===== config.mk =====
export PLATFORM = sky130hd
export DESIGN_NAME = dram_access_unit_flat
export DESIGN_NICKNAME = d
export VERILOG_FILES = /design/src/rtl/dram_access_unit_if.sv /design/src/rtl/dram_access_unit.sv /design/src/flat_wrapper.sv
export SDC_FILE = /design/constraint.sdc
export NUM_CORES = 1
export LEC_CHECK = 0
export CORE_MARGIN = 2
export CORE_UTILIZATION = 48
export DETAILED_ROUTE_END_ITERATION = 12
export GPL_TIMING_DRIVEN = 0
export PLACE_DENSITY = 0.89
export SLEW_MARGIN = 20
export SYNTH_ARGS = -nofsm -noshare
export SYNTH_HDL_FRONTEND = slang
export SYNTH_SLANG_ARGS = --single-unit

===== constraint.sdc =====
create_clock -name clk -period 8.3 [get_ports clk]
set_input_delay 1.245 -clock clk [delete_from_list [all_inputs] [get_ports clk]]
set_output_delay 1.245 -clock clk [all_outputs]
set_load 0.01 [all_outputs]

===== src/rtl/dram_access_unit_if.sv =====
// Request/response bundle between the MEM stage (master) and the data RAM access unit (slave).
// Valid/ready rule: a transfer happens on a rising clk edge where valid and ready are both 1;
// the sender keeps valid and its payload stable until that edge, and ready never waits on valid.
interface dram_access_unit_if #(
    parameter int XLEN = 32
);
    logic            req_valid;
    logic            req_ready;
    logic [XLEN-1:0] req_addr;
    logic            req_store;
    logic [1:0]      req_size;
    logic            req_unsigned;
    logic [XLEN-1:0] req_wdata;
    logic            rsp_valid;
    logic            rsp_ready;
    logic [XLEN-1:0] rsp_rdata;
    logic            rsp_err;

    modport master (
        output req_valid, req_addr, req_store, req_size, req_unsigned, req_wdata, rsp_ready,
        input  req_ready, rsp_valid, rsp_rdata, rsp_err
    );

    modport slave (
        input  req_valid, req_addr, req_store, req_size, req_unsigned, req_wdata, rsp_ready,
        output req_ready, rsp_valid, rsp_rdata, rsp_err
    );
endinterface


===== src/rtl/dram_access_unit.sv =====
// Single-outstanding load/store engine for a word-wide RAM without byte enables:
// sub-word stores are done as read-modify-write, loads are lane-extracted and extended.
module dram_access_unit #(
    parameter int XLEN  = 32,
    parameter int LINES = 1024
) (
    input  logic                clk,
    input  logic                rst,
    dram_access_unit_if.slave   bus,
    output logic [XLEN-1:0]     mem_addr,
    output logic                mem_load,
    output logic                mem_store,
    output logic [XLEN-1:0]     mem_wdata,
    input  logic [XLEN-1:0]     mem_rdata,
    output logic [2:0]          dbg_state
);
    localparam int IDX_W = $clog2(LINES);

    localparam logic [2:0] IDLE    = 3'd0;
    localparam logic [2:0] LD_RD   = 3'd1;
    localparam logic [2:0] LD_CAP  = 3'd2;
    localparam logic [2:0] ST_WR   = 3'd3;
    localparam logic [2:0] RMW_RD  = 3'd4;
    localparam logic [2:0] RMW_MRG = 3'd5;
    localparam logic [2:0] RMW_WR  = 3'd6;
    localparam logic [2:0] RESP    = 3'd7;

    logic [2:0]       state;
    logic [IDX_W+1:0] addr_q;
    logic [1:0]       size_q;
    logic             uns_q;
    logic [XLEN-1:0]  wdata_q;
    logic [XLEN-1:0]  merge_q;
    logic [XLEN-1:0]  rsp_rdata_q;
    logic             rsp_err_q;

    logic             misaligned;
    logic [7:0]       ld_byte;
    logic [15:0]      ld_half;
    logic [XLEN-1:0]  ld_fmt;
    logic [XLEN-1:0]  merge_d;

    // Size 11 behaves as a word, so bit 1 alone marks a word access.
    always_comb begin
        misaligned = 1'b0;
        if (bus.req_size == 2'b01 && bus.req_addr[0])
            misaligned = 1'b1;
        if (bus.req_size[1] && bus.req_addr[1:0] != 2'b00)
            misaligned = 1'b1;
    end

    always_comb begin
        ld_byte = mem_rdata[{addr_q[1:0], 3'b000} +: 8];
        ld_half = mem_rdata[{addr_q[1], 4'b0000} +: 16];
        case (size_q)
            2'b00:   ld_fmt = {{(XLEN-8){ld_byte[7] & ~uns_q}}, ld_byte};
            2'b01:   ld_fmt = {{(XLEN-16){ld_half[15] & ~uns_q}}, ld_half};
            default: ld_fmt = mem_rdata;
        endcase
    end

    always_comb begin
        merge_d = mem_rdata;
        if (size_q == 2'b00)
            merge_d[{addr_q[1:0], 3'b000} +: 8] = wdata_q[7:0];
        else
            merge_d[{addr_q[1], 4'b0000} +: 16] = wdata_q[15:0];
    end

    always_ff @(posedge clk) begin
        if (rst) begin
            state       <= IDLE;
            rsp_rdata_q <= '0;
            rsp_err_q   <= 1'b0;
        end else begin
            case (state)
                IDLE: begin
                    if (bus.req_valid) begin
                        addr_q      <= bus.req_addr[IDX_W+1:0];
                        size_q      <= bus.req_size;
                        uns_q       <= bus.req_unsigned;
                        wdata_q     <= bus.req_wdata;
                        rsp_rdata_q <= '0;
                        rsp_err_q   <= misaligned;
                        if (misaligned)
                            state <= RESP;
                        else if (!bus.req_store)
                            state <= LD_RD;
                        else if (bus.req_size[1])
                            state <= ST_WR;
                        else
                            state <= RMW_RD;
                    end
                end
                LD_RD:   state <= LD_CAP;
                LD_CAP: begin
                    rsp_rdata_q <= ld_fmt;
                    state       <= RESP;
                end
                ST_WR:   state <= RESP;
                RMW_RD:  state <= RMW_MRG;
                RMW_MRG: begin
                    merge_q <= merge_d;
                    state   <= RMW_WR;
                end
                RMW_WR:  state <= RESP;
                RESP: begin
                    if (bus.rsp_ready)
                        state <= IDLE;
                end
                default: state <= IDLE;
            endcase
        end
    end

    // Strobes are gated by rst so a reset landing mid-operation never writes the RAM.
    assign mem_load      = !rst && (state == LD_RD || state == RMW_RD);
    assign mem_store     = !rst && (state == ST_WR || state == RMW_WR);
    assign mem_wdata     = (state == RMW_WR) ? merge_q : wdata_q;
    assign mem_addr      = {{(XLEN-IDX_W){1'b0}}, addr_q[IDX_W+1:2]};

    assign bus.req_ready = (state == IDLE);
    assign bus.rsp_valid = (state == RESP);
    assign bus.rsp_rdata = rsp_rdata_q;
    assign bus.rsp_err   = rsp_err_q;
    assign dbg_state     = state;
endmodule


===== src/flat_wrapper.sv =====
// flat-port wrapper written by rule: the top's interface ports become plain ports
module dram_access_unit_flat 
#(
    parameter int XLEN  = 32,
    parameter int LINES = 1024
)
  (clk, rst, mem_addr, mem_load, mem_store, mem_wdata, mem_rdata, dbg_state, bus_req_valid, bus_req_addr, bus_req_store, bus_req_size, bus_req_unsigned, bus_req_wdata, bus_rsp_ready, bus_req_ready, bus_rsp_valid, bus_rsp_rdata, bus_rsp_err);
  dram_access_unit_if #(.XLEN(XLEN)) bus_i ();
  input  logic clk;
  input  logic rst;
  output logic [XLEN-1:0] mem_addr;
  output logic mem_load;
  output logic mem_store;
  output logic [XLEN-1:0] mem_wdata;
  input  logic [XLEN-1:0] mem_rdata;
  output logic [2:0] dbg_state;
  input wire logic [$bits(bus_i.req_valid)-1:0] bus_req_valid;
  input wire logic [$bits(bus_i.req_addr)-1:0] bus_req_addr;
  input wire logic [$bits(bus_i.req_store)-1:0] bus_req_store;
  input wire logic [$bits(bus_i.req_size)-1:0] bus_req_size;
  input wire logic [$bits(bus_i.req_unsigned)-1:0] bus_req_unsigned;
  input wire logic [$bits(bus_i.req_wdata)-1:0] bus_req_wdata;
  input wire logic [$bits(bus_i.rsp_ready)-1:0] bus_rsp_ready;
  output wire logic [$bits(bus_i.req_ready)-1:0] bus_req_ready;
  output wire logic [$bits(bus_i.rsp_valid)-1:0] bus_rsp_valid;
  output wire logic [$bits(bus_i.rsp_rdata)-1:0] bus_rsp_rdata;
  output wire logic [$bits(bus_i.rsp_err)-1:0] bus_rsp_err;
  assign bus_i.req_valid = bus_req_valid;
  assign bus_i.req_addr = bus_req_addr;
  assign bus_i.req_store = bus_req_store;
  assign bus_i.req_size = bus_req_size;
  assign bus_i.req_unsigned = bus_req_unsigned;
  assign bus_i.req_wdata = bus_req_wdata;
  assign bus_i.rsp_ready = bus_rsp_ready;
  assign bus_req_ready = bus_i.req_ready;
  assign bus_rsp_valid = bus_i.rsp_valid;
  assign bus_rsp_rdata = bus_i.rsp_rdata;
  assign bus_rsp_err = bus_i.rsp_err;
  dram_access_unit #(.XLEN(XLEN), .LINES(LINES)) u_core (.clk(clk), .rst(rst), .bus(bus_i), .mem_addr(mem_addr), .mem_load(mem_load), .mem_store(mem_store), .mem_wdata(mem_wdata), .mem_rdata(mem_rdata), .dbg_state(dbg_state));
endmodule

==> results_tabular.tex <==
\begin{tabular}{lr}
\hline
Metric & Value \\
\hline
\multicolumn{2}{l}{\textbf{Power and ir drop}} \\
Fraction of power consumed by sequential logic & 38.8\% \\
Leakage power figure & 3.08 nW \\
Total design power & 1.73 mW \\
Proportion of power drawn by the clock network & 44.0\% \\
Net switching share of the total power & 23.5\% \\
Cell Int Power & 1.32 mW \\
Net switching power figure & 405 uW \\
Pwr/cell area & 217 mW/mm\^{}2 \\
Combinational group share of total power & 17.2\% \\
Worst voltage drop across the vdd grid & 0.000138 V \\
\multicolumn{2}{l}{\textbf{Synth}} \\
Count of unique library cells instantiated by Yosys & 42 \\
Number of flops mapped to enable cells by yosys & 79 \\
Area fraction of the dominant cell type after synthesis & 44.3\% \\
Most area-consuming cells after synthesis & edfxtp\_1 44\%, dfxtp\_1 13\%, mux2\_2 8.6\% \\
Post-Synthesis Cell Area & 0.00536 sq mm \\
Sequential fraction of the synthesis area & 57.7\% \\
Post-Syn Instances & 433 \\
Mean cell area of the mapped netlist & 12.4 sq um \\
Primary flip-flop cell chosen by synthesis mapping & edfxtp\_1 \\
Synth Register Bits & 115 \\
YS warnings & 0 \\
Post-synthesis cell type with the largest combined area & edfxtp\_1 \\
Proportion of register bits with asynchronous set or reset after synthesis & 0\% \\
\multicolumn{2}{l}{\textbf{Timing}} \\
Slew at the pin with the worst max-slew slack & 0.817 ns \\
Highest clock rate & 243 MHz \\
Max Slew Vio Count & 0 \\
Final-layout worst hold slack & 0.461 ns \\
Final setup fails & 0 \\
Clk\_skew & 0.00639 ns \\
Summed negative setup slack over all endpoints & 0 ns \\
Worst relative slew slack & 45.5\% \\
Post-route fraction of the period consumed by the critical path & 49.5\% \\
Setup repair after global routing missed its margin & no \\
Final Hold Viols & 0 \\
Final setup slack of the worst path & 4.19 ns \\
Min Tclk post-route & 4.11 ns \\
\multicolumn{2}{l}{\textbf{Final layout}} \\
Core occupancy in the finished layout & 73.1\% \\
Signed area change from the synthesized netlist to the final layout & 48.5\% \\
Antenna cells & 0 \\
Proportion of layout cells with a drive suffix above 1 & 18.3\% \\
Final std cell area, no fill & 0.00796 sq mm \\
Non-filler cells in the finished layout & 795 \\
Total number of nets in the final design & 751 \\
\multicolumn{2}{l}{\textbf{Clock tree}} \\
Maximum root-to-sink buffer count & 2 \\
TritonCTS clock tree & done \\
Clock buffers created by TritonCTS & 17 \\
Clock net sink count & 115 \\
Clock-pin transition on the worst setup and hold timing paths & 0.06 ns \\
Root buf cell & clkbuf\_8 \\
Post-CTS Setup Repair Bufs & 0 \\
Post-CTS Hold Fix Bufs & 0 \\
Clk\_lat worst skew & 0.52 ns \\
Total of cells resized after clock tree synthesis & 0 \\
CTS HTree Levels & 4 \\
\multicolumn{2}{l}{\textbf{Min path}} \\
Hold WC Path Type & flip-flop to flip-flop \\
\multicolumn{2}{l}{\textbf{Critical path}} \\
Maximum fanout count along the critical path & 10 \\
Most common cell type on the critical path & clkbuf\_1 \\
Top cell family by delay on the critical path & buffers and inverters \\
Critical path, cell by cell & clkbuf\_1, nand3b\_1, clkbuf\_1, mux2\_2, clkdlybuf4s50\_1 \\
Kind of launch point of the worst setup path & flip-flop \\
Number of buffer and inverter instances along the worst setup path & 3 \\
Classification of the worst setup path & flip-flop to primary output \\
Data required, critical path & 7.05 ns \\
Crit path max-delay cell type & clkbuf\_1 \\
Critical Path AT & 2.86 ns \\
Delay of the slowest cell on the worst path & 0.59 ns \\
Sort of element at the end of the critical path & primary output \\
\multicolumn{2}{l}{\textbf{Global routing}} \\
Combined global-route utilization of all metal layers & 26.7\% \\
Initial antenna violation count & 0 \\
Pin count of the biggest net entering global routing & 20 \\
Global-route wire length before repair & 23.6 mm \\
Total gr overflow & 0 \\
Vias in the first global route & 4566 \\
\multicolumn{2}{l}{\textbf{Die}} \\
Top Ports & 208 \\
Row count & 38 \\
Overall die height & 110 um \\
Core ar. & 0.0109 sq mm \\
Width of the chip & 110 um \\
Initial core utilization & 49.2\% \\
Die ar. & 0.0120 sq mm \\
\multicolumn{2}{l}{\textbf{Route}} \\
Routed wire length & 15.9 mm \\
DRC viols & 0 \\
DRT antenna net count & 0 \\
Detailed router's first-iteration violation count & 435 \\
Wire per inst & 20.0 um \\
Detailed-route vias per instance & 5.61 \\
Via count of the routed design & 4460 \\
DRT Pass-1 Iters & 12 \\
\multicolumn{2}{l}{\textbf{Run}} \\
Maxcap violations & 0 \\
\multicolumn{2}{l}{\textbf{Outcome}} \\
Outcome & finished clean \\
\multicolumn{2}{l}{\textbf{Placement}} \\
GP Congestion & 0.940 \\
Count of port buffers added during placement & 164 \\
Worst Setup Slack post-DPL & 4.73 ns \\
Number of instances in the placed design & 763 \\
Area of placed instances & 0.00734 sq mm \\
Post-DP HPWL & 11.9 mm \\
\hline
\end{tabular}
==> state kept, by name (all words and copies together) (netlist names) <==
name and count:
u_core.bus.rsp_err 1, u_core.dbg_state 3, u_core.size_q 2, u_core.uns_q 1, u_core.addr_q 12, u_core.wdata_q 32, u_core.merge_q 32, u_core.bus.rsp_rdata 32
==> area by class of cell <==
class                      count  area (sq um)
tap                          140           175
fill                         761          2930
timing repair buffer         169          1720
inverter                      21          78.8
clock inverter                12           186
sequential                   115          3090
clock buffer                  20           425
multi-input combinational    263          1930
buffer                        55           345
==> synth_stat cells (3+ instances only) <==
library cell / number
ha_1: 5
clkbuf_1: 16
a222oi_1: 15
buf_4: 32
o21ai_0: 17
nor2_1: 8
nor3_1: 4
inv_1: 21
mux2_2: 41
a22o_1: 40
nand2b_1: 17
a21oi_1: 25
and3_1: 3
a22oi_1: 8
nand2_1: 31
edfxtp_1: 79
buf_2: 3
dfxtp_1: 36
==> path summary, 6_finish.rpt <==
check	from	end	slack (ns)	depth (start not counted)
worst min register to register	u_core.bus.rsp_rdata[1]$_SDFFE_PP0P_	u_core.bus.rsp_rdata[1]$_SDFFE_PP0P_	0.46	2
worst min-delay path	u_core.bus.rsp_rdata[1]$_SDFFE_PP0P_	u_core.bus.rsp_rdata[1]$_SDFFE_PP0P_	0.46	2
worst max-delay path	u_core.dbg_state[2]$_SDFFE_PP0P_	mem_wdata[11]	4.19	5
worst max register to register	u_core.addr_q[1]$_DFFE_PP_	u_core.merge_q[28]$_DFFE_PP_	5.80	8
==> per-layer routing <==
layer | wire length, um | track usage (%)
met1 | 5940 | 31.5
met3 | 1640 | 7.47
met4 | 355 | 10.5
met2 | 8000 | 46.2
met5 | 0 | 0
==> power groups by stage <==
stage	logic, mW	registers [mW]	clock network [mW]
global route	0.318	0.673	0.790
detailed placement	0.293	0.681	0
finish	0.298	0.670	0.760
global placement	0.278	0.682	0
CTS	0.296	0.670	0.767
floorplan	0.134	0.684	0
==> worst min-delay path: stages, from the launching register on <==
cell,delay (ns)
dfxtp_1,0.32
nand2_1,0.05
o21ai_0,0.06
==> logic make-up (layout without fill, tap and decap cells) <==
| kind of cell | Yosys count | after routing | share of synthesized area, % |
|---|---|---|---|
| and+or+nand+nor | 75 | 75 | 7.26 |
| buffers and inverters | 76 | 277 | 7.92 |
| muxes | 41 | 41 | 8.62 |
| DFF | 115 | 115 | 57.7 |
| other | 1 | 22 | 0.0700 |
| adders and majority gates | 5 | 5 | 1.17 |
| AOI/OAI and AO/OA | 119 | 119 | 17.1 |
| xor gates and xnor gates | 1 | 1 | 0.163 |
==> placed cells by master, fill, tap and decap left out, types with 2 or more instances in the layout <==
cell type,synthesis,routed
mux2_2,41,41
or2_2,2,2
o21a_1,2,2
conb_1,1,22
clkinv_1,0,2
clkbuf_16,0,16
a22o_1,40,40
a21oi_1,25,25
nand2_1,31,31
o21ai_0,17,17
a41oi_1,2,2
clkinv_2,0,4
a22oi_1,8,8
buf_2,3,3
nand2b_1,17,17
and3_1,3,3
nor2_1,8,7
buf_6,2,2
bufinv_16,0,5
nor3_1,4,3
buf_16,0,2
buf_1,2,2
dfxtp_1,36,36
clkbuf_1,16,19
clkdlybuf4s50_1,0,164
nor3_2,1,2
ha_1,5,5
a222oi_1,15,15
nor3b_1,2,2
edfxtp_1,79,79
a21o_1,2,2
buf_4,32,35
inv_1,21,21
nand3b_1,2,2
(Power assumes the default switching activity.)
